==> config.mk <==
export PLATFORM = sky130hd
export DESIGN_NAME = twiddle_gen
export DESIGN_NICKNAME = d
export VERILOG_FILES = /design/src/rtl/ntt_pkg.sv /design/src/rtl/barrett_mul.sv /design/src/rtl/twiddle_gen.sv
export SDC_FILE = /design/constraint.sdc
export NUM_CORES = 1
export LEC_CHECK = 0
export BUFFER_PORTS_ARGS = -buffer_cell sky130_fd_sc_hd__buf_2
export CORE_MARGIN = 2
export CORE_UTILIZATION = 50
export DETAILED_ROUTE_END_ITERATION = 7
export MAX_ROUTING_LAYER = met4
export PLACE_DENSITY = 0.8
export SLEW_MARGIN = 20
export SYNTH_ARGS = -nofsm -noshare
export SYNTH_HDL_FRONTEND = slang
export SYNTH_SLANG_ARGS = --single-unit
==> constraint.sdc <==
create_clock -name clk -period 12.6 [get_ports clk]
set_clock_uncertainty 0.05 [all_clocks]
set_input_delay 0.63 -clock clk [delete_from_list [all_inputs] [get_ports clk]]
set_output_delay 0.63 -clock clk [all_outputs]
set_load 0.05 [all_outputs]
==> src/rtl/ntt_pkg.sv <==
// Shared types and default constants for the NTT twiddle-factor datapath.
package ntt_pkg;

  // Default coefficient width and Barrett constant for modulus q = 201:
  // floor(2^(2*8+1) / 201) = 652.
  localparam int DEF_D_WIDTH = 8;
  localparam int DEF_PRE_WIDTH = 10;
  localparam logic [DEF_PRE_WIDTH-1:0] DEF_PRECOMPUTE = 10'd652;

  typedef enum logic [1:0] {
    IDLE = 2'd0,
    EMIT = 2'd1,
    MUL  = 2'd2
  } state_t;

  // Barrett shift matching the precompute constant: floor(2^(2*D+1) / q).
  function automatic int barrett_shift(input int d_width);
    return 2 * d_width + 1;
  endfunction

endpackage

==> src/rtl/barrett_mul.sv <==
// Pipelined modular multiplier: result = (a * b) mod modulus after MUL_LAT
// clocks. The full 2*D_WIDTH product is registered first, then reduced with a
// Barrett estimate plus correction; remaining latency is a register chain.
// PRECOMPUTE must correspond to the modulus in use.
module barrett_mul
  import ntt_pkg::*;
#(
  parameter int D_WIDTH = DEF_D_WIDTH,
  parameter int PRE_WIDTH = DEF_PRE_WIDTH,
  parameter logic [PRE_WIDTH-1:0] PRECOMPUTE = DEF_PRECOMPUTE,
  parameter int MUL_LAT = 2
) (
  input  logic               clk,
  input  logic               rst,
  input  logic [D_WIDTH-1:0] a,
  input  logic [D_WIDTH-1:0] b,
  input  logic [D_WIDTH-1:0] modulus,
  output logic [D_WIDTH-1:0] result
);

  localparam int PW = 2 * D_WIDTH;
  localparam int XW = PW + PRE_WIDTH;
  localparam int SHIFT = barrett_shift(D_WIDTH);

  // Quotient estimate undershoots by at most one, so r < 2q before the
  // corrections; the second subtraction is a cheap guard.
  function automatic logic [D_WIDTH-1:0] reduce(input logic [PW-1:0] x,
                                                input logic [D_WIDTH-1:0] q);
    logic [XW-1:0] qx;
    logic [XW-1:0] qhat;
    logic [XW-1:0] r;
    qx = XW'(q);
    qhat = (XW'(x) * XW'(PRECOMPUTE)) >> SHIFT;
    r = XW'(x) - qhat * qx;
    if (r >= qx) r = r - qx;
    if (r >= qx) r = r - qx;
    return D_WIDTH'(r);
  endfunction

  logic [PW-1:0]      prod_p0;
  logic [D_WIDTH-1:0] red_p0;

  // ---- stage p0: full-width product, no truncation ----
  // Register the raw product of the operands.
  always_ff @(posedge clk or negedge rst) begin
    if (!rst) prod_p0 <= '0;
    else      prod_p0 <= PW'(a) * PW'(b);
  end

  assign red_p0 = reduce(prod_p0, modulus);

  generate
    if (MUL_LAT <= 1) begin : g_lat1
      assign result = red_p0;
    end else begin : g_latn
      logic [D_WIDTH-1:0] res_pn [1:MUL_LAT-1];

      // ---- stages p1..pN: reduced result delay chain ----
      // Shift the reduced value through the remaining latency registers.
      always_ff @(posedge clk or negedge rst) begin
        if (!rst) begin
          for (int i = 1; i < MUL_LAT; i++) res_pn[i] <= '0;
        end else begin
          res_pn[1] <= red_p0;
          for (int i = 2; i < MUL_LAT; i++) res_pn[i] <= res_pn[i-1];
        end
      end

      assign result = res_pn[MUL_LAT-1];
    end
  endgenerate

endmodule

==> src/rtl/twiddle_gen.sv <==
// Twiddle-factor generator: emits w^0 .. w^(N-1) mod q over a valid/ready
// stream, one modular multiply between consecutive outputs.
module twiddle_gen
  import ntt_pkg::*;
#(
  parameter int D_WIDTH = DEF_D_WIDTH,
  parameter int PRE_WIDTH = DEF_PRE_WIDTH,
  parameter logic [PRE_WIDTH-1:0] PRECOMPUTE = DEF_PRECOMPUTE,
  parameter int CNT_WIDTH = 12,
  parameter int MUL_LAT = 2
) (
  input  logic                 clk,
  input  logic                 rst,
  input  logic                 start,
  input  logic [D_WIDTH-1:0]   base,
  input  logic [CNT_WIDTH-1:0] length,
  input  logic [D_WIDTH-1:0]   modulus,
  output logic                 out_valid,
  input  logic                 out_ready,
  output logic [D_WIDTH-1:0]   out_data,
  output logic                 out_last,
  output logic                 busy
);

  localparam int MC_W = (MUL_LAT > 1) ? $clog2(MUL_LAT) : 1;
  localparam logic [MC_W-1:0] MC_LAST = MC_W'(MUL_LAT - 1);

  state_t               state;
  state_t               state_nx;
  logic [D_WIDTH-1:0]   acc;
  logic [D_WIDTH-1:0]   w;
  logic [CNT_WIDTH-1:0] k;
  logic [CNT_WIDTH-1:0] n;
  logic [MC_W-1:0]      mul_cnt;
  logic [D_WIDTH-1:0]   product;
  logic                 is_last;
  logic                 launch;

  // k never exceeds n-1, so the compare cannot be fooled by wrap-around.
  assign is_last = (k == n - CNT_WIDTH'(1));
  assign launch  = start && (length != '0);

  barrett_mul #(
    .D_WIDTH   (D_WIDTH),
    .PRE_WIDTH (PRE_WIDTH),
    .PRECOMPUTE(PRECOMPUTE),
    .MUL_LAT   (MUL_LAT)
  ) u_mul (
    .clk    (clk),
    .rst    (rst),
    .a      (acc),
    .b      (w),
    .modulus(modulus),
    .result (product)
  );

  // State register.
  always_ff @(posedge clk or negedge rst) begin
    if (!rst) state <= IDLE;
    else      state <= state_nx;
  end

  // Next-state logic; start is only looked at in IDLE.
  always_comb begin
    state_nx = state;
    case (state)
      IDLE: if (launch) state_nx = EMIT;
      EMIT: if (out_ready) state_nx = is_last ? IDLE : MUL;
      MUL:  if (mul_cnt == MC_LAST) state_nx = EMIT;
      default: state_nx = IDLE;
    endcase
  end

  // Outputs; data is forced to zero outside EMIT so idle/reset reads clean.
  always_comb begin
    out_valid = (state == EMIT);
    out_data  = (state == EMIT) ? acc : '0;
    out_last  = (state == EMIT) && is_last;
    busy      = (state != IDLE);
  end

  // Sequence registers: latch request, step index, capture product.
  always_ff @(posedge clk or negedge rst) begin
    if (!rst) begin
      acc     <= '0;
      w       <= '0;
      k       <= '0;
      n       <= '0;
      mul_cnt <= '0;
    end else begin
      case (state)
        IDLE: begin
          if (launch) begin
            w   <= base;
            n   <= length;
            k   <= '0;
            acc <= (modulus == D_WIDTH'(1)) ? '0 : D_WIDTH'(1);
          end
        end
        EMIT: begin
          // The multiplier samples acc*w on this same edge.
          if (out_ready && !is_last) begin
            k       <= k + CNT_WIDTH'(1);
            mul_cnt <= '0;
          end
        end
        MUL: begin
          mul_cnt <= mul_cnt + MC_W'(1);
          if (mul_cnt == MC_LAST) acc <= product;
        end
        default: ;
      endcase
    end
  end

endmodule

==> impl_metrics.toml <==
[timing]
finalHoldViolations = 0
fin_crit_sh_pct = 96.2
finalSetupViolCount = 0
worst_pin_slew_ps = 840
period_minus_slack_ps = 12120
slew_viol_final = 0
setup_ws_ps = 481
fmax_mhz = 82.5
slew_headroom_pct = 44.0

[logic_synthesis]
synth_flop_cell = "dfrtp_1"
yosysWarnings = 0
postSynthAreaPerCell_um2 = 9.05
ys_seq_area_share_pct = 15.4
synth_seq_cells = 67
synth_edf_count = 0
synth_top_area_share_pct = 21.2
syn_nets = 1524
synth.most_common_cell = "ha_1"
synthDistinctLibCells = 72
yosys-top-cells-area = "ha_1 (21%), fa_1 (19%), dfrtp_1 (15%)"
yosysTopAreaCell = "ha_1"
ys_async_sr_fraction_pct = 100
synthCells = 1206
synth_area_um2 = 10900
ys_top_cells_by_count = "ha_1 (185), inv_1 (176), fa_1 (101)"

[worst_setup_path]
crit_fanout = 8
start_kind = "register"
cp_slowest_cell = "fa_1"
setup.worst_path.end_class = "register"
crit_path_max_incr_delay_ps = 530
required_ps = 12760
crit_arrival_ps = 12280
worst_path_most_repeated_cell = "ha_1"
crit_type = "register to register"

[placed_design]
portBuffers = 42
place_ws_ps = -91.4
globalplace.congestion = 0.990
hpwlAfterDp_mm = 19.8

[grt]
antenna_found_initial = 0
first_global_vias = 8766
grt_pass1_wl_mm = 41.0
grt_max_degree = 68
track_usage_pct = 22.8
grt_overflow_total = 0

[cts]
cts.sinks = 67
clockBufferDepth = 2
clk_pin_slew_ps = 50
cts_max_level = 3
cts_tree = "built"
cts-root-buf = "clkbuf_16"
hold_buffers = 0
insertion_delay_ps = 330
cts_made_buffers = 9

[floorplan]
rows = 54
initial_core_util_pct = 50.5
coreArea_um2 = 21600
io_pins = 43
die_w_um = 152
die_area_um2 = 23000
die_y_um = 152

[detailed_routing]
drt_iter0_drc = 452
route.final.wire_length_mm = 24.7
drc_errors = 0
drt-pass1-iter-count = 5
ant_nets = 0
vias_per_cell = 5.59
vias = 8613
routedWlPerCell_um = 16.0

[worst_hold_path]
hold_class = "input pin to asynchronous set/reset pin"

[outcome]
status = "finished clean"

[final_layout]
fin_nets = 1575
n_antenna_cell = 0
area_growth_pct = 10.2
drive_gt1_share_pct = 12.3

[run]
maxCapViolations = 0
[per-stage QoR]
stage          area (µm²)  utilization (%)  std cells  hold WS (ps)  TNS (ps)
6_report            12000             55.6       1541           410         0
5_1_grt             12000             55.6       1541           483      -349
4_1_cts             11800             54.7       1534           456         0
3_5_place_dp        11500             53.2       1519           426      -508
3_3_place_gp        11500             53.2       1519           453         0
2_1_floorplan       10900                -       1206           284         0
[metal layers]
layer	track usage, %	up-vias	share of wire [%]	routed length [µm]
li1	-	4158	-	-
met1	28.4	4213	45	11000
met2	39.6	206	49	12200
met3	2.72	36	4.5	1120
met4	5.93	0	1.7	428
met5	-	-	0	0
[final cells by class]
cell class                      instances  area (µm²)
Clock inverter                          5        78.8
Multi-Input combinational cell        943        8680
Inverter                              176         661
Sequential cell                        67        1680
Fill cell                            1919        9590
Timing Repair Buffer                   60         349
Clock buffer                           10         229
Tap cell                              280         350
[flip-flops by register name, summed over array words and instances (netlist names)]
name,count
mul_cnt,1
state,2
n,12
acc,8
w,8
k,12
u_mul.prod_p0,16
u_mul.result,8
[kinds of logic (layout without fill, tap and decap cells)]
| group | after synthesis | after routing | share of synthesized area [%] |
|---|---|---|---|
| buf+inv | 196 | 251 | 6.74 |
| fa+ha+maj | 286 | 286 | 39.7 |
| flops | 67 | 67 | 15.4 |
| xor+xnor | 65 | 65 | 5.21 |
| mux | 36 | 36 | 3.66 |
| compound gates | 181 | 181 | 11.3 |
| simple gates | 375 | 375 | 18.0 |
[cell usage in the layout (no fill, tap or decap), types with 5 or more instances in the layout]
cell       netlist  routed
nand3_1         14      14
dfrtp_1         67      65
a31oi_1          7       5
ha_1           185     181
mux2_2          31      31
a21o_1          19      19
nand4_1          7       7
o21ai_0         46      42
mux2i_1          5       5
a21oi_1         31      27
a21boi_0         8       6
o211ai_1         7       7
nor2_1          73      72
clkbuf_16        0       9
and2_1          86      86
nor2b_1         18      18
xor2_1          16      15
buf_4            0      17
xnor2_1         49      47
fa_1           101     101
nor4_1          10       9
o21a_1          11      11
nor3_1          29      29
buf_2            0      42
inv_1          176     176
or2_2            6       6
nand2_1         82      82
or3_1            7       7
nand2b_1        12      12
[worst max-delay path: cells and delay by family, from the launching register on]
kind	cells	cell delay [ps]
and+or+nand+nor	7	1160
muxes	2	650
buffers and inverters	5	360
adders and majority gates	12	4770
AOI/OAI and AO/OA	23	4290
xor gates and xnor gates	2	260
DFF	1	440
[final timing paths]
| check | cells after the start | slack (ps) | from | end |
|---|---|---|---|---|
| setup / recovery | 51 | 480 | u_mul.prod_p0[3] | u_mul.result[4] |
| hold / removal | 2 | 410 | rst | u_mul.result[1] |
| setup reg to reg | 51 | 480 | u_mul.prod_p0[3] | u_mul.result[4] |
| hold reg to reg | 2 | 460 | u_mul.result[3] | acc[3] |
| max in group asynchronous | 2 | 11470 | rst | u_mul.prod_p0[5] |
| min in group clk | 2 | 460 | u_mul.result[3] | acc[3] |
[repair_timing]
item                                    in CTS  in global routing
endpoints found under the hold margin        0                  0
pin swaps                                    0                 11
gates resized for setup                      2                 33
endpoints found under the setup margin       6                  8
setup buffers                                0                  7
Power is left out: the tool's default activity adds up to more than one toggle a clock period on the data nets, which glitch-free logic cannot reach.
